## src/rtl/axis_traffic_pkg.sv

```systemverilog
// Shared definitions for the AXIS traffic tile: tdata field layout, generator states, LFSR helpers.
// The optional LFSR payload is enabled with `define AXIS_TRAFFIC_TILE_LFSR_EN.
package axis_traffic_pkg;

  localparam int BeatLsb   = 0;
  localparam int SeqLsb    = 16;
  localparam int LfsrLsb   = 32;
  localparam int BeatWidth = 16;
  localparam int SeqWidth  = 16;
  localparam int LfsrWidth = 32;

  localparam logic [LfsrWidth-1:0] LfsrPoly = 32'h8020_0003;

  typedef enum logic {
    IDLE,
    SEND
  } gen_state_e;

  function automatic logic [LfsrWidth-1:0] lfsr_seed(input int unsigned idx);
    return LfsrWidth'(idx + 1);
  endfunction

  // Galois form, shifting towards the LSB; the bit shifted out selects the feedback taps.
  function automatic logic [LfsrWidth-1:0] lfsr_next(input logic [LfsrWidth-1:0] cur);
    return cur[0] ? ((cur >> 1) ^ LfsrPoly) : (cur >> 1);
  endfunction

endpackage

```

## src/rtl/axis_traffic_checker.sv

```systemverilog
// AXIS target side of the traffic tile: per-stream sequence/beat tracking, sticky error flags
// and received-packet counter. LFSR payload checking is enabled with AXIS_TRAFFIC_TILE_LFSR_EN.
module axis_traffic_checker
  import axis_traffic_pkg::*;
#(
  parameter int TDataWidth  = 64,
  parameter int TIdWidth    = 4,
  parameter int NumStreams  = 4,
  parameter int PktLenWidth = 8,
  parameter int CntWidth    = 32
) (
  input  logic                   clk_axis_i,
  input  logic                   rst_axis_i,
  input  logic [PktLenWidth-1:0] pkt_len_i,
  input  logic                   rx_ready_i,
  input  logic                   s_axis_tvalid,
  output logic                   s_axis_tready,
  input  logic [TDataWidth-1:0]  s_axis_tdata,
  input  logic                   s_axis_tlast,
  input  logic [TIdWidth-1:0]    s_axis_tid,
  output logic [CntWidth-1:0]    rx_pkt_cnt_o,
  output logic                   err_seq_o,
  output logic                   err_len_o,
  output logic                   err_tid_o
);

  localparam int IdxWidth = (NumStreams > 1) ? $clog2(NumStreams) : 1;

  logic                 tready_q, tready_d;
  logic [BeatWidth-1:0] exp_beat_q [NumStreams];
  logic [BeatWidth-1:0] exp_beat_d [NumStreams];
  logic [SeqWidth-1:0]  exp_seq_q  [NumStreams];
  logic [SeqWidth-1:0]  exp_seq_d  [NumStreams];
  logic [CntWidth-1:0]  rx_cnt_q, rx_cnt_d;
  logic                 err_seq_q, err_seq_d;
  logic                 err_len_q, err_len_d;
  logic                 err_tid_q, err_tid_d;

  logic                 rx_hs;
  logic                 tid_ok;
  logic [IdxWidth-1:0]  idx;
  logic [BeatWidth-1:0] rx_beat;
  logic [SeqWidth-1:0]  rx_seq;
  logic [BeatWidth-1:0] len_m1;
  logic                 exp_last;

`ifdef AXIS_TRAFFIC_TILE_LFSR_EN
  logic [LfsrWidth-1:0] mirror_q [NumStreams];
  logic [LfsrWidth-1:0] mirror_d [NumStreams];
  logic                 pkt_bad_q [NumStreams];
  logic                 pkt_bad_d [NumStreams];
  logic [LfsrWidth-1:0] rx_lfsr;
  logic [LfsrWidth-1:0] exp_lfsr;
  logic                 lfsr_bad;
`endif

  assign rx_hs   = s_axis_tvalid & tready_q;
  assign tid_ok  = {1'b0, s_axis_tid} < (TIdWidth + 1)'(NumStreams);
  assign idx     = s_axis_tid[IdxWidth-1:0];
  assign rx_beat = s_axis_tdata[BeatLsb +: BeatWidth];
  assign rx_seq  = s_axis_tdata[SeqLsb +: SeqWidth];
  assign len_m1  = (pkt_len_i == '0) ? '0 : BeatWidth'(pkt_len_i) - BeatWidth'(1);
  assign exp_last = (exp_beat_q[idx] == len_m1);

  always_comb begin
    tready_d   = rx_ready_i;
    exp_beat_d = exp_beat_q;
    exp_seq_d  = exp_seq_q;
    rx_cnt_d   = rx_cnt_q;
    err_seq_d  = err_seq_q;
    err_len_d  = err_len_q;
    err_tid_d  = err_tid_q;
`ifdef AXIS_TRAFFIC_TILE_LFSR_EN
    mirror_d   = mirror_q;
    pkt_bad_d  = pkt_bad_q;
    rx_lfsr    = LfsrWidth'(s_axis_tdata >> LfsrLsb);
    // Only the LFSR bits that actually fit in tdata are compared.
    exp_lfsr   = LfsrWidth'((TDataWidth'(mirror_q[idx]) << LfsrLsb) >> LfsrLsb);
    lfsr_bad   = (rx_lfsr != exp_lfsr);
`endif

    if (rx_hs) begin
      if (!tid_ok) begin
        err_tid_d = 1'b1;
      end else begin
        if ((exp_beat_q[idx] == '0) && (rx_seq != exp_seq_q[idx])) err_seq_d = 1'b1;
        if (rx_beat != exp_beat_q[idx]) err_len_d = 1'b1;
        if (s_axis_tlast != exp_last) err_len_d = 1'b1;

        if (s_axis_tlast) begin
          exp_beat_d[idx] = '0;
          exp_seq_d[idx]  = rx_seq + SeqWidth'(1);
          rx_cnt_d        = rx_cnt_q + CntWidth'(1);
        end else begin
          exp_beat_d[idx] = exp_beat_q[idx] + BeatWidth'(1);
        end

`ifdef AXIS_TRAFFIC_TILE_LFSR_EN
        if (lfsr_bad) err_seq_d = 1'b1;
        if (s_axis_tlast) begin
          pkt_bad_d[idx] = 1'b0;
          mirror_d[idx]  = (pkt_bad_q[idx] || lfsr_bad) ? lfsr_next(rx_lfsr)
                                                        : lfsr_next(mirror_q[idx]);
        end else begin
          pkt_bad_d[idx] = pkt_bad_q[idx] | lfsr_bad;
          mirror_d[idx]  = lfsr_next(mirror_q[idx]);
        end
`endif
      end
    end
  end

  always_ff @(posedge clk_axis_i) begin
    if (rst_axis_i) begin
      tready_q  <= 1'b0;
      rx_cnt_q  <= '0;
      err_seq_q <= 1'b0;
      err_len_q <= 1'b0;
      err_tid_q <= 1'b0;
      for (int i = 0; i < NumStreams; i++) begin
        exp_beat_q[i] <= '0;
        exp_seq_q[i]  <= '0;
`ifdef AXIS_TRAFFIC_TILE_LFSR_EN
        mirror_q[i]   <= lfsr_seed(i);
        pkt_bad_q[i]  <= 1'b0;
`endif
      end
    end else begin
      tready_q   <= tready_d;
      rx_cnt_q   <= rx_cnt_d;
      err_seq_q  <= err_seq_d;
      err_len_q  <= err_len_d;
      err_tid_q  <= err_tid_d;
      exp_beat_q <= exp_beat_d;
      exp_seq_q  <= exp_seq_d;
`ifdef AXIS_TRAFFIC_TILE_LFSR_EN
      mirror_q   <= mirror_d;
      pkt_bad_q  <= pkt_bad_d;
`endif
    end
  end

  assign s_axis_tready = tready_q;
  assign rx_pkt_cnt_o  = rx_cnt_q;
  assign err_seq_o     = err_seq_q;
  assign err_len_o     = err_len_q;
  assign err_tid_o     = err_tid_q;

endmodule

```

## src/rtl/axis_traffic_tile.sv

```systemverilog
// AXIS traffic tile: round-robin multi-stream packet generator plus the stream checker.
// Define AXIS_TRAFFIC_TILE_LFSR_EN to carry and check a per-stream LFSR in tdata[TDataWidth-1:32].
module axis_traffic_tile
  import axis_traffic_pkg::*;
#(
  parameter int TDataWidth  = 64,
  parameter int TIdWidth    = 4,
  parameter int TDestWidth  = 4,
  parameter int NumStreams  = 4,
  parameter int PktLenWidth = 8,
  parameter int CntWidth    = 32
) (
  input  logic                             clk_axis_i,
  input  logic                             rst_axis_i,
  input  logic                             gen_enable_i,
  input  logic [PktLenWidth-1:0]           pkt_len_i,
  input  logic [NumStreams*TDestWidth-1:0] dest_i,
  input  logic                             rx_ready_i,
  output logic                             m_axis_tvalid,
  input  logic                             m_axis_tready,
  output logic [TDataWidth-1:0]            m_axis_tdata,
  output logic                             m_axis_tlast,
  output logic [TIdWidth-1:0]              m_axis_tid,
  output logic [TDestWidth-1:0]            m_axis_tdest,
  input  logic                             s_axis_tvalid,
  output logic                             s_axis_tready,
  input  logic [TDataWidth-1:0]            s_axis_tdata,
  input  logic                             s_axis_tlast,
  input  logic [TIdWidth-1:0]              s_axis_tid,
  input  logic [TDestWidth-1:0]            s_axis_tdest,
  output logic [CntWidth-1:0]              tx_pkt_cnt_o,
  output logic [CntWidth-1:0]              rx_pkt_cnt_o,
  output logic                             err_seq_o,
  output logic                             err_len_o,
  output logic                             err_tid_o
);

  localparam int IdxWidth = (NumStreams > 1) ? $clog2(NumStreams) : 1;

  gen_state_e             state_q, state_d;
  logic [IdxWidth-1:0]    stream_q, stream_d;
  logic [IdxWidth-1:0]    rr_ptr_q, rr_ptr_d;
  logic [PktLenWidth-1:0] beat_q, beat_d;
  logic [SeqWidth-1:0]    seq_q [NumStreams];
  logic [SeqWidth-1:0]    seq_d [NumStreams];
  logic [CntWidth-1:0]    tx_cnt_q, tx_cnt_d;
  logic [PktLenWidth-1:0] len_m1;
  logic                   tx_last;
`ifdef AXIS_TRAFFIC_TILE_LFSR_EN
  logic [LfsrWidth-1:0]   lfsr_q [NumStreams];
  logic [LfsrWidth-1:0]   lfsr_d [NumStreams];
`endif

  assign len_m1  = (pkt_len_i == '0) ? '0 : pkt_len_i - PktLenWidth'(1);
  assign tx_last = (beat_q == len_m1);

  // NOTE: every signal driven here gets a default first, so no path can infer a latch.
  always_comb begin
    state_d  = state_q;
    stream_d = stream_q;
    rr_ptr_d = rr_ptr_q;
    beat_d   = beat_q;
    seq_d    = seq_q;
    tx_cnt_d = tx_cnt_q;
`ifdef AXIS_TRAFFIC_TILE_LFSR_EN
    lfsr_d   = lfsr_q;
`endif
    m_axis_tvalid = 1'b0;
    m_axis_tdata  = '0;
    m_axis_tlast  = 1'b0;
    m_axis_tid    = '0;
    m_axis_tdest  = '0;

    unique case (state_q)
      IDLE: begin
        if (gen_enable_i) begin
          stream_d = rr_ptr_q;
          beat_d   = '0;
          state_d  = SEND;
        end
      end
      SEND: begin
        // Payload depends only on registered state, so it holds until the handshake.
        m_axis_tvalid = 1'b1;
        m_axis_tid    = TIdWidth'(stream_q);
        m_axis_tdest  = dest_i[int'(stream_q)*TDestWidth +: TDestWidth];
        m_axis_tlast  = tx_last;
        m_axis_tdata[BeatLsb +: BeatWidth] = BeatWidth'(beat_q);
        m_axis_tdata[SeqLsb +: SeqWidth]   = seq_q[stream_q];
`ifdef AXIS_TRAFFIC_TILE_LFSR_EN
        m_axis_tdata = m_axis_tdata | (TDataWidth'(lfsr_q[stream_q]) << LfsrLsb);
`endif
        if (m_axis_tready) begin
          beat_d = beat_q + PktLenWidth'(1);
`ifdef AXIS_TRAFFIC_TILE_LFSR_EN
          lfsr_d[stream_q] = lfsr_next(lfsr_q[stream_q]);
`endif
          if (tx_last) begin
            seq_d[stream_q] = seq_q[stream_q] + SeqWidth'(1);
            rr_ptr_d = (rr_ptr_q == IdxWidth'(NumStreams - 1)) ? '0 : rr_ptr_q + IdxWidth'(1);
            tx_cnt_d = tx_cnt_q + CntWidth'(1);
            state_d  = IDLE;
          end
        end
      end
      default: state_d = IDLE;
    endcase
  end

  // NOTE: state registers use non-blocking assignments so every flop samples pre-edge values.
  always_ff @(posedge clk_axis_i) begin
    if (rst_axis_i) begin
      state_q  <= IDLE;
      stream_q <= '0;
      rr_ptr_q <= '0;
      beat_q   <= '0;
      tx_cnt_q <= '0;
      // NOTE: the per-stream arrays are small register files whose cleared state is
      // architecturally visible (seq restarts at 0), so they are reset, unlike a RAM.
      for (int i = 0; i < NumStreams; i++) begin
        seq_q[i]  <= '0;
`ifdef AXIS_TRAFFIC_TILE_LFSR_EN
        lfsr_q[i] <= lfsr_seed(i);
`endif
      end
    end else begin
      state_q  <= state_d;
      stream_q <= stream_d;
      rr_ptr_q <= rr_ptr_d;
      beat_q   <= beat_d;
      tx_cnt_q <= tx_cnt_d;
      seq_q    <= seq_d;
`ifdef AXIS_TRAFFIC_TILE_LFSR_EN
      lfsr_q   <= lfsr_d;
`endif
    end
  end

  assign tx_pkt_cnt_o = tx_cnt_q;

  // tdest is routing information only; the checker does not inspect it.
  axis_traffic_checker #(
    .TDataWidth (TDataWidth),
    .TIdWidth   (TIdWidth),
    .NumStreams (NumStreams),
    .PktLenWidth(PktLenWidth),
    .CntWidth   (CntWidth)
  ) u_checker (
    .clk_axis_i   (clk_axis_i),
    .rst_axis_i   (rst_axis_i),
    .pkt_len_i    (pkt_len_i),
    .rx_ready_i   (rx_ready_i),
    .s_axis_tvalid(s_axis_tvalid),
    .s_axis_tready(s_axis_tready),
    .s_axis_tdata (s_axis_tdata),
    .s_axis_tlast (s_axis_tlast),
    .s_axis_tid   (s_axis_tid),
    .rx_pkt_cnt_o (rx_pkt_cnt_o),
    .err_seq_o    (err_seq_o),
    .err_len_o    (err_len_o),
    .err_tid_o    (err_tid_o)
  );

endmodule

```

## config.mk

```make
export PLATFORM = sky130hd
export DESIGN_NAME = axis_traffic_tile
export DESIGN_NICKNAME = d
export VERILOG_FILES = /design/src/rtl/axis_traffic_pkg.sv /design/src/rtl/axis_traffic_checker.sv /design/src/rtl/axis_traffic_tile.sv
export SDC_FILE = /design/constraint.sdc
export NUM_CORES = 1
export LEC_CHECK = 0
export ABC_AREA = 1
export ABC_CLOCK_PERIOD_IN_PS = 2900
export BUFFER_PORTS_ARGS = -buffer_cell sky130_fd_sc_hd__buf_2
export CAP_MARGIN = 0
export CORE_MARGIN = 4
export CORE_UTILIZATION = 58
export CTS_CLUSTER_SIZE = 8
export DETAILED_ROUTE_END_ITERATION = 10
export PLACE_DENSITY = 0.8
export SYNTH_ARGS = -nofsm -noshare
export SYNTH_HDL_FRONTEND = slang
export SYNTH_SLANG_ARGS = --single-unit
```

## constraint.sdc

```tcl
create_clock -name clk_axis_i -period 2.9 [get_ports clk_axis_i]
set_input_delay 0 -clock clk_axis_i [delete_from_list [all_inputs] [get_ports clk_axis_i]]
set_output_delay 0 -clock clk_axis_i [all_outputs]
set_load 0.05 [all_outputs]
```

==> results of run 1 <==
## synthesized netlist by cell type (all sizes together) (24+ instances only)
library cell    n
nand2         663
nor2          378
inv           295
dfxtp         273
a21oi         176
nand3         117
o21ai         105
nand4          99
buf            84
xor2           72
clkbuf         57
nor3           42
a22oi          24
## report_power, final
group	internal [mW]	leakage, nW	switching (mW)
Combinational	0.170	5.62	0.514
Sequential	3.77	2.20	0.0100
Clock	2.44	0.519	1.60
## how the worst max path moves through the flow
| stage | from | to |
|---|---|---|
| CTS | s_axis_tid[3] | u_checker.rx_pkt_cnt_o[24] |
| floorplan | u_checker.s_axis_tready | u_checker.rx_pkt_cnt_o[29] |
| finish | s_axis_tid[3] | u_checker.rx_pkt_cnt_o[24] |
| global placement | pkt_len_i[0] | tx_pkt_cnt_o[1] |
| global route | s_axis_tid[3] | u_checker.rx_pkt_cnt_o[21] |
| detailed placement | pkt_len_i[0] | rr_ptr_q[0] |
## flip-flops by register name, indices dropped and copies added, names as in the netlist
| register | count |
|---|---|
| stream_q | 2 |
| beat_q | 8 |
| seq_q | 64 |
| u_checker.s_axis_tready | 1 |
| u_checker.err_seq_o | 1 |
| u_checker.err_len_o | 1 |
| u_checker.exp_seq_q | 64 |
| u_checker.rx_pkt_cnt_o | 32 |
| tx_pkt_cnt_o | 32 |
| state_q | 1 |
| rr_ptr_q | 2 |
| u_checker.exp_beat_q | 64 |
| u_checker.err_tid_o | 1 |
## area by class of cell
cell class                 instances  area share [%]
clock inverter                     4           0.319
timing repair buffer             234            8.00
sequential                       273            30.3
clock buffer                      41            5.57
inverter                         296            6.17
tap                              341            2.36
multi-input combinational       1784            47.3
## routing by layer
metal | vias to the layer above | wire, um
met4 | 0 | 1320
li1 | 8051 | -
met5 | - | 0
met1 | 7464 | 18300
met3 | 97 | 2650
met2 | 574 | 21500
## what timing repair did
action	in CTS	in global routing
resized for setup	0	1
setup endpoints to repair	0	5
hold buffers	25	0
hold endpoints to repair	69	0
## per-stage QoR
stage / hold WS, ps / instances / cell area (um2)
floorplan: 90.0 / 2494 / 15900
global placement: 201 / 2903 / 16700
detailed placement: 239 / 2903 / 16700
CTS: 4.23 / 2973 / 18000
global route: 57.6 / 2973 / 18000
finish: 27.4 / 2973 / 18000
## kinds of logic after synthesis
group	Yosys count	share of synthesized area (%)
DFF	273	34.6
other	1	0.0238
buffers and inverters	437	12.3
AOI/OAI and AO/OA	320	10.7
and+or+nand+nor	1319	36.2
xor gates and xnor gates	93	5.26
adders and majority gates	10	0.793
## worst reg2reg max path: stages, from the launching register on
cell	delay [ps]
dfxtp_1	450
inv_2	70
nand2_2	200
o22ai_1	110
nor2_1	300
inv_1	170
ha_1	250
nand3_2	140
nor2_4	70
xor2_1	320
nand4_1	140
nand2_1	100
nor2_1	60
==> results.sh, run 1 <==
export IMPL_multiInputGateArea_mm2=0.00853
export IMPL_cp_slowest_stage_delay_ps=590
export IMPL_postCtsSetupBuffers=0
export IMPL_cp_slowest_cell="dlygate4sd3_1"
export IMPL_hold_start="s_axis_tdata[28]"
export IMPL_wl_per_cell_um=14.7
export IMPL_ff2ff_path_depth=12
export IMPL_post_route_period_util_pct=93.2
export IMPL_slew_headroom_pct=36.3
export IMPL_cpLargestDelayFamily="simple AND/OR/NAND/NOR gates"
export IMPL_outcome="completed"
export IMPL_start_util_pct=58.7
export IMPL_detail_route_antenna_nets=0
export IMPL_drv_cap=0
export IMPL_ys_flop_type="dfxtp_1"
export IMPL_worst_slew_pin_slew_ps=954
export IMPL_worstPathRequired_ps=3320
export IMPL_ys_seq_area_share_pct=34.6
export IMPL_globalRouteOverflowTotal=0
export IMPL_worstHoldPathType="in2reg"
export IMPL_via_per_inst=5.44
export IMPL_place_congestion=0.943
export IMPL_numCtsBuffers=40
export IMPL_leakagePower_nw=8.34
export IMPL_path_max_fanout=4
export IMPL_setup_tns_ps=0
export IMPL_syn_inst=2453
export IMPL_floorplan_rows=60
export IMPL_setup_viol=0
export IMPL_syn_cell_area_mm2=0.0158
export IMPL_crit_buf_inv=4
export IMPL_synth_top_area_share_pct=34.6
export IMPL_synthToLayoutAreaGrowth_pct=14.3
export IMPL_grt_first_pass_wirelength_mm=72.2
export IMPL_dr_pass1_iters=6
export IMPL_grtUsageMet3_pct=4.39
export IMPL_grt_max_degree=74
export IMPL_io_buffers=166
export IMPL_die_h_um=173
export IMPL_diodes=0
export IMPL_pre_cts_ws_ps=405
export IMPL_ys_ff_latch=273
export IMPL_grt_busiest_layer="met2"
export IMPL_fp_dieW_um=173
export IMPL_ys_warn_count=0
export IMPL_regArea_mm2=0.00547
export IMPL_whs_endpoint="u_checker.exp_seq_q[12]"
export IMPL_yosysUniqueCellTypes=41
export IMPL_min_period_ps=2700
export IMPL_cts_tree="built"
export IMPL_die_area_mm2=0.0299
export IMPL_setup_worst_path_start_class="input pin"
export IMPL_cp_cell_sequence="dlygate4sd3_1, buf_2, inv_1, nand2_1, dlygate4sd3_1, nor2_4, nand2_2, nor3_2, nand3_1, nor3_1, nand2_1, o21ai_0, nor3b_1"
export IMPL_worstHoldPathCells=5
export IMPL_grt_use_met2_pct=49.1
export IMPL_hold_violations=0
export IMPL_fill_cells=2388
export IMPL_final_common_cell="nand2_1"
export IMPL_final_cell_mix="647 x nand2_1, 350 x nor2_1, 275 x inv_1"
export IMPL_drc=0
export IMPL_rsz0062_at_grt="false"
export IMPL_r2r_setup_slack_ps=430
export IMPL_r2r_end="seq_q[6]"
export IMPL_synthArstFlopShare_pct=0
export IMPL_worst_slack_ps=197
export IMPL_clock_root_buffer="clkbuf_16"
export IMPL_clk_latency_ps=520
export IMPL_ir_drop_mv=0.402
export IMPL_grt_total_usage_pct=28.0
export IMPL_arrival_ps=3120
export IMPL_synth_avg_cell_area_um2=6.43
export IMPL_vias=16186
export IMPL_drt_iter0_drc=1563
export IMPL_antenna_found_initial=0
export IMPL_final_net_count=2742
export IMPL_ios=245
export IMPL_finalWirelength_mm=43.8
export IMPL_synth_area_leaders="dfxtp_1 35%, nand2_1 15%, nor2_1 8.3%"
export IMPL_critical_path_depth=13
export IMPL_clock_path_buffers=3
export IMPL_fmaxAchievable_mhz=370
export IMPL_power_density_mw_per_mm2=471
export IMPL_core_area_mm2=0.0269
export IMPL_drv_slew=0
export IMPL_drive_above_1_share_pct=12.6
export IMPL_grt_pass1_vias=15022
export IMPL_clk_pin_slew_ps=50
export IMPL_synth_edf_count=0
export IMPL_crit_type="in2reg"
export IMPL_timing_rr_start="stream_q[1]"
export IMPL_clock_sinks=273
export IMPL_crit_path_end_kind="register"
export IMPL_h_tree_depth=2
export IMPL_utilization_pct=67.1
export IMPL_gr_usage_met1_pct=35.0
export IMPL_dpl_hpwl_mm=30.2
export IMPL_synth_top_area_cell="dfxtp_1"
export IMPL_power_mw=8.50
export IMPL_skew_ps=17.1
No activity file was read; power rests on OpenSTA's default activity.
==> inputs of run 2 (changes only) <==
--- a/config.mk
+++ b/config.mk
@@ -6,7 +6,6 @@
 export NUM_CORES = 1
 export LEC_CHECK = 0
 export ABC_AREA = 1
-export ABC_CLOCK_PERIOD_IN_PS = 2900
 export BUFFER_PORTS_ARGS = -buffer_cell sky130_fd_sc_hd__buf_2
 export CAP_MARGIN = 0
 export CORE_MARGIN = 4
@@ -16,4 +15,5 @@
 export PLACE_DENSITY = 0.8
 export SYNTH_ARGS = -nofsm -noshare
 export SYNTH_HDL_FRONTEND = slang
+export SYNTH_HIERARCHICAL = 1
 export SYNTH_SLANG_ARGS = --single-unit
==> run 2 against run 1 <==
  * Via count grew 5.5%
  * Worst setup slack better by 76 ps
  * Clock skew down 3.4 ps
  * Clock-buffer cell count grew 1
==> results.sh, run 2 <==
export IMPL_outcome="completed"
export IMPL_clk_pin_slew_ps=50
export IMPL_highest_layer="met5"
export IMPL_yosysUniqueCellTypes=52
export IMPL_path_max_fanout=19
export IMPL_power_frac_clock_pct=47.3
export IMPL_hold_violations=0
export IMPL_grt_max_degree=99
export IMPL_detail_route_antenna_nets=0
export IMPL_synth_avg_cell_area_um2=6.50
export IMPL_ios=245
export IMPL_h_tree_depth=2
export IMPL_finalWirelength_mm=47.1
export IMPL_hold_buffers=23
export IMPL_ys_ff_latch=273
export IMPL_synthTopCellsByCount="667 x nand2_1, 352 x nor2_1, 273 x dfxtp_1, 199 x inv_1, 164 x a21oi_1"
export IMPL_arrival_ps=2630
export IMPL_clock_sinks=273
export IMPL_synthArstFlopShare_pct=0
export IMPL_postCtsSetupBuffers=0
export IMPL_ys_seq_area_share_pct=33.9
export IMPL_worst_slew_pin_slew_ps=1100
export IMPL_leakagePower_nw=8.31
export IMPL_skew_ps=13.8
export IMPL_final_common_cell="nand2_1"
export IMPL_syn_inst=2485
export IMPL_post_route_period_util_pct=90.6
export IMPL_pwr_share_comb_pct=8.8
export IMPL_p_switching_mw=2.18
export IMPL_power_density_mw_per_mm2=470
export IMPL_grt_pass1_vias=15874
export IMPL_dpl_hpwl_mm=31.5
export IMPL_drc=0
export IMPL_synthToLayoutAreaGrowth_pct=13.5
export IMPL_drt_iter0_drc=1818
export IMPL_synth_top_area_cell="dfxtp_1"
export IMPL_setup_viol=0
export IMPL_numCtsBuffers=40
export IMPL_wl_per_cell_um=15.6
export IMPL_top_regs="seq_q x64, u_checker/exp_beat_q x64, u_checker/exp_seq_q x64"
export IMPL_slew_headroom_pct=26.8
export IMPL_ys_flop_type="dfxtp_1"
export IMPL_floorplan_rows=60
export IMPL_grt_first_pass_wirelength_mm=76.5
export IMPL_fmaxAchievable_mhz=381
export IMPL_r2r_setup_slack_ps=300
export IMPL_placed_area_mm2=0.0170
export IMPL_synth_edf_count=0
export IMPL_final_net_count=2759
export IMPL_multiInputGateArea_mm2=0.00907
export IMPL_switching_share_pct=25.3
export IMPL_antenna_found_initial=8
export IMPL_min_period_ps=2630
export IMPL_cts_repair_resized=0
export IMPL_clock_path_buffers=3
export IMPL_synth_area_leaders="dfxtp_1 34%, nand2_1 16%, nor2_1 8.2%"
export IMPL_drt_met1_wl_mm=19.3
export IMPL_sequentialPowerShare_pct=43.9
export IMPL_yosysMostFrequentCell="nand2_1"
export IMPL_fill_cells=2388
export IMPL_setup_worst_path_start_class="register"
export IMPL_start_util_pct=59.4
export IMPL_worstHoldPathType="in2reg"
export IMPL_regArea_mm2=0.00547
export IMPL_drive_above_1_share_pct=12.7
export IMPL_io_buffers=166
export IMPL_synth_top_area_share_pct=33.9
export IMPL_crit_path_end_kind="primary output"
export IMPL_dr_wl_met3_mm=3.92
export IMPL_globalRouteOverflowTotal=0
export IMPL_clk_latency_ps=520
export IMPL_crit_type="reg2out"
export IMPL_worstPathRequired_ps=2900
export IMPL_power_mw=8.62
export IMPL_cts_tree="built"
export IMPL_die_h_um=175
export IMPL_syn_cell_area_mm2=0.0161
export IMPL_dr_pass1_iters=6
export IMPL_stdcell_area_mm2=0.0183
export IMPL_drv_slew=0
export IMPL_fp_dieW_um=175
export IMPL_final_cell_mix="667 x nand2_1, 352 x nor2_1, 273 x dfxtp_1"
export IMPL_wl_met2_mm=22.3
export IMPL_core_area_mm2=0.0272
export IMPL_grt_total_usage_pct=29.4
export IMPL_clock_root_buffer="clkbuf_16"
export IMPL_place_congestion=0.950
export IMPL_ir_drop_mv=0.462
export IMPL_worst_slack_ps=273
export IMPL_via_per_inst=5.64
export IMPL_vias=17071
export IMPL_pre_cts_ws_ps=332
export IMPL_setup_tns_ps=0
export IMPL_rsz0062_at_grt="false"
export IMPL_ys_warn_count=6
export IMPL_internal_power_mw=6.44
export IMPL_die_area_mm2=0.0306
export IMPL_drv_cap=0
==> run 2: changes by cell type in the layout (fill, tap and decap cells not counted), moves of 12 or more <==
cell	delta
inv_1	-78
nand4_1	+13
nand2_1	+20
o21bai_1	+19
nand3_1	+45
a21oi_1	-12
==> run 2: worst paths after layout <==
kind	startpoint	endpoint	cells after the start
max	stream_q[0]	m_axis_tdest[0]	7
min	s_axis_tdata[17]	u_checker/exp_seq_q[51]	5
max reg2reg	stream_q[0]	seq_q[62]	14
min reg2reg	u_checker/exp_beat_q[45]	u_checker/exp_beat_q[45]	2
==> run 2: cell families (layout without fill, tap and decap cells) <==
group | Yosys count | in the layout | synth area share [%]
xor+xnor | 84 | 84 | 4.56
simple gates | 1398 | 1398 | 38.0
flops | 273 | 273 | 33.9
other cells | 1 | 48 | 0.0232
fa+ha+maj | 11 | 11 | 0.853
buf+inv | 376 | 498 | 10.9
compound gates | 342 | 342 | 11.7
==> run 2: area by class of cell <==
class                      count  area share (%)
timing repair buffer         233            7.74
sequential                   273            29.8
tap                          372            2.54
clock buffer                  42            5.62
multi-input combinational   1877            49.5
inverter                     220            4.56
antenna                        6          0.0819
clock inverter                 3           0.143
==> run 2: layer usage <==
metal  GRT usage [%]  vias to the layer above
li1                -                     8301
met1            37.6                     7812
met2            49.5                      803
met3            4.76                      151
met4            11.8                        4
met5           0.481                        -
==> run 2: worst max-delay path, stage by stage (launching register included) <==
cell and delay (ps):
dfxtp_1 650, inv_2 70, buf_4 210, nor2_1 210, buf_4 330, a22oi_1 110, a21oi_1 210, buf_2 300
==> run 2: per-stage QoR <==
step	utilization, %	hold WS, ps	cells
finish	67.4	26.7	3026
global route	67.4	43.0	3025
CTS	67.4	6.60	3020
detailed placement	62.6	243	2952
global placement	62.6	243	2952
floorplan	-	90.0	2526
==> run 2: power by group through the flow <==
stage / Sequential (mW) / Combinational, mW / Clock [mW]
finish: 3.78 / 0.760 / 4.08
global route: 3.78 / 0.816 / 4.28
CTS: 3.78 / 0.743 / 4.13
detailed placement: 3.86 / 0.715 / 0
global placement: 3.86 / 0.702 / 0
floorplan: 3.86 / 0.560 / 0
==> inputs of run 3 (changes only) <==
--- a/config.mk
+++ b/config.mk
@@ -8,7 +8,6 @@
 export ABC_AREA = 1
 export BUFFER_PORTS_ARGS = -buffer_cell sky130_fd_sc_hd__buf_2
 export CAP_MARGIN = 0
-export CORE_MARGIN = 4
 export CORE_UTILIZATION = 58
 export CTS_CLUSTER_SIZE = 8
 export DETAILED_ROUTE_END_ITERATION = 10
==> run 3 against run 2 <==
  * Clock skew about the same
  * Hold slack better by 12 ps
  * Via count down 0.83%
  * Die area down 6.7%
  * Non-clock buffer count unchanged
  * Sequential share of layout area about the same
  * Final cell count down 0.13%
  * Total power up 0.19%
==> results.sh, run 3 (synthesis results as in run 2) <==
export IMPL_outcome="completed"
export IMPL_setup_worst_path_start_class="input pin"
export IMPL_drc=0
export IMPL_final_cell_mix="667 x nand2_1, 352 x nor2_1, 273 x dfxtp_1"
export IMPL_timing_rr_start="stream_q[0]"
export IMPL_clk_pin_slew_ps=50
export IMPL_setup_tns_ps=0
export IMPL_worstHoldPathType="in2reg"
export IMPL_clk_latency_ps=530
export IMPL_arrival_ps=3150
export IMPL_clock_root_buffer="clkbuf_16"
export IMPL_grt_pass1_vias=15791
export IMPL_ios=245
export IMPL_final_net_count=2759
export IMPL_via_per_inst=5.60
export IMPL_power_frac_clock_pct=47.4
export IMPL_grt_total_usage_pct=32.2
export IMPL_fmaxAchievable_mhz=370
export IMPL_numCtsBuffers=40
export IMPL_setup_viol=0
export IMPL_crit_path_end_kind="register"
export IMPL_antenna_found_initial=5
export IMPL_internal_power_mw=6.40
export IMPL_synthToLayoutAreaGrowth_pct=13.5
export IMPL_skew_ps=14.0
export IMPL_path_max_fanout=13
export IMPL_r2r_end="seq_q[14]"
export IMPL_drt_iter0_drc=1595
export IMPL_leakagePower_nw=8.30
export IMPL_hold_start="s_axis_tdata[25]"
export IMPL_pwr_share_comb_pct=8.8
export IMPL_crit_type="in2reg"
export IMPL_die_h_um=169
export IMPL_grt_first_pass_wirelength_mm=75.8
export IMPL_detail_route_antenna_nets=0
export IMPL_clock_path_buffers=3
export IMPL_p_switching_mw=2.24
export IMPL_grt_max_degree=80
export IMPL_stdcell_area_mm2=0.0183
export IMPL_fp_dieW_um=169
export IMPL_postCtsSetupBuffers=0
export IMPL_drv_cap=0
export IMPL_ff2ff_path_depth=13
export IMPL_slew_headroom_pct=42.9
export IMPL_final_common_cell="nand2_1"
export IMPL_placed_area_mm2=0.0170
export IMPL_h_tree_depth=2
export IMPL_hold_violations=0
export IMPL_switching_share_pct=25.9
export IMPL_drive_above_1_share_pct=12.7
export IMPL_rsz0062_at_grt="false"
export IMPL_clock_sinks=273
export IMPL_whs_endpoint="u_checker/exp_seq_q[25]"
export IMPL_start_util_pct=59.6
export IMPL_ir_drop_mv=0.428
export IMPL_place_congestion=0.952
export IMPL_vias=16929
export IMPL_dr_pass1_iters=6
export IMPL_top_regs="seq_q x64, u_checker/exp_beat_q x64, u_checker/exp_seq_q x64"
export IMPL_dpl_hpwl_mm=31.2
export IMPL_worstHoldPathCells=4
export IMPL_power_density_mw_per_mm2=471
export IMPL_post_route_period_util_pct=93.2
export IMPL_floorplan_rows=60
export IMPL_finalWirelength_mm=46.9
export IMPL_min_period_ps=2700
export IMPL_drv_slew=0
export IMPL_io_buffers=166
export IMPL_r2r_setup_slack_ps=350
export IMPL_core_area_mm2=0.0271
export IMPL_globalRouteOverflowTotal=0
export IMPL_wl_per_cell_um=15.5
export IMPL_die_area_mm2=0.0285
export IMPL_worst_slew_pin_slew_ps=856
export IMPL_sequentialPowerShare_pct=43.8
export IMPL_cts_tree="built"
export IMPL_worstPathRequired_ps=3350
==> run 3: cell count changes in the layout (fill, tap and decap cells not counted), sizes merged <==
cell         previous run  this run
inv                   217       215
diode                   6         2
dlygate4sd3            23        25
buf                   210       208
clkbuf                 42        41
clkinv                  6         9
==> run 3: what timing repair did <==
action / 4_1_cts / 5_1_grt
gates resized for setup: 0 / 4
endpoints found under the setup margin: 0 / 4
hold endpoints to repair: 89 / 0
hold buffers: 25 / 0
==> run 3: power by group through the flow <==
stage	Sequential (mW)	Clock, mW	Combinational (mW)
6_report	3.78	4.09	0.763
2_1_floorplan	3.86	0	0.560
3_5_place_dp	3.86	0	0.717
5_1_grt	3.78	4.29	0.812
3_3_place_gp	3.85	0	0.704
4_1_cts	3.78	4.13	0.746
==> run 3: metrics by stage <==
stage	hold slack, ps	cells	power, mW	setup WS (ps)	utilization (%)
floorplan	90.0	2526	4.42	575	-
global placement	246	2950	4.56	385	62.7
detailed placement	247	2950	4.57	318	62.7
CTS	11.2	3020	8.66	191	67.5
global route	51.1	3022	8.89	73.4	67.6
finish	38.5	3022	8.64	198	67.6
==> run 3: per-layer routing <==
metal | part of all wire, % | vias up | track usage, %
met2 | 49 | 778 | 56.5
met1 | 40 | 7711 | 39.0
met3 | 7.7 | 146 | 4.65
li1 | - | 8290 | -
met5 | 0.047 | - | 0
met4 | 3.4 | 4 | 14.5
==> run 3: layout make-up <==
type | instances | area [um2]
tap | 372 | 465
clock buffer | 41 | 1000
timing repair buffer | 233 | 1410
antenna | 2 | 5.00
inverter | 220 | 838
sequential | 273 | 5470
fill | 2397 | 8780
clock inverter | 4 | 57.6
multi-input combinational | 1877 | 9080
==> run 3: how the worst max path moves through the flow <==
stage	from	cells past startpoint	endpoint	slack [ps]
after floorplan	stream_q[0]	8	m_axis_tdest[0]	580
after global placement	stream_q[0]	13	seq_q[46]	390
after detailed placement	stream_q[0]	13	seq_q[46]	320
after CTS	s_axis_tid[3]	14	u_checker/rx_pkt_cnt_o[28]	190
after global routing	stream_q[0]	12	seq_q[62]	70
final	s_axis_tid[3]	11	u_checker/exp_beat_q[27]	200
==> run 3: critical path, stage by stage <==
cell and delay, ps:
dlygate4sd3_1 560, buf_2 140, or2_1 210, dlygate4sd3_1 600
nor2_4 190, inv_1 140, nor2_1 390, nor2_1 80
inv_1 510, nand4_1 180, a21oi_1 150
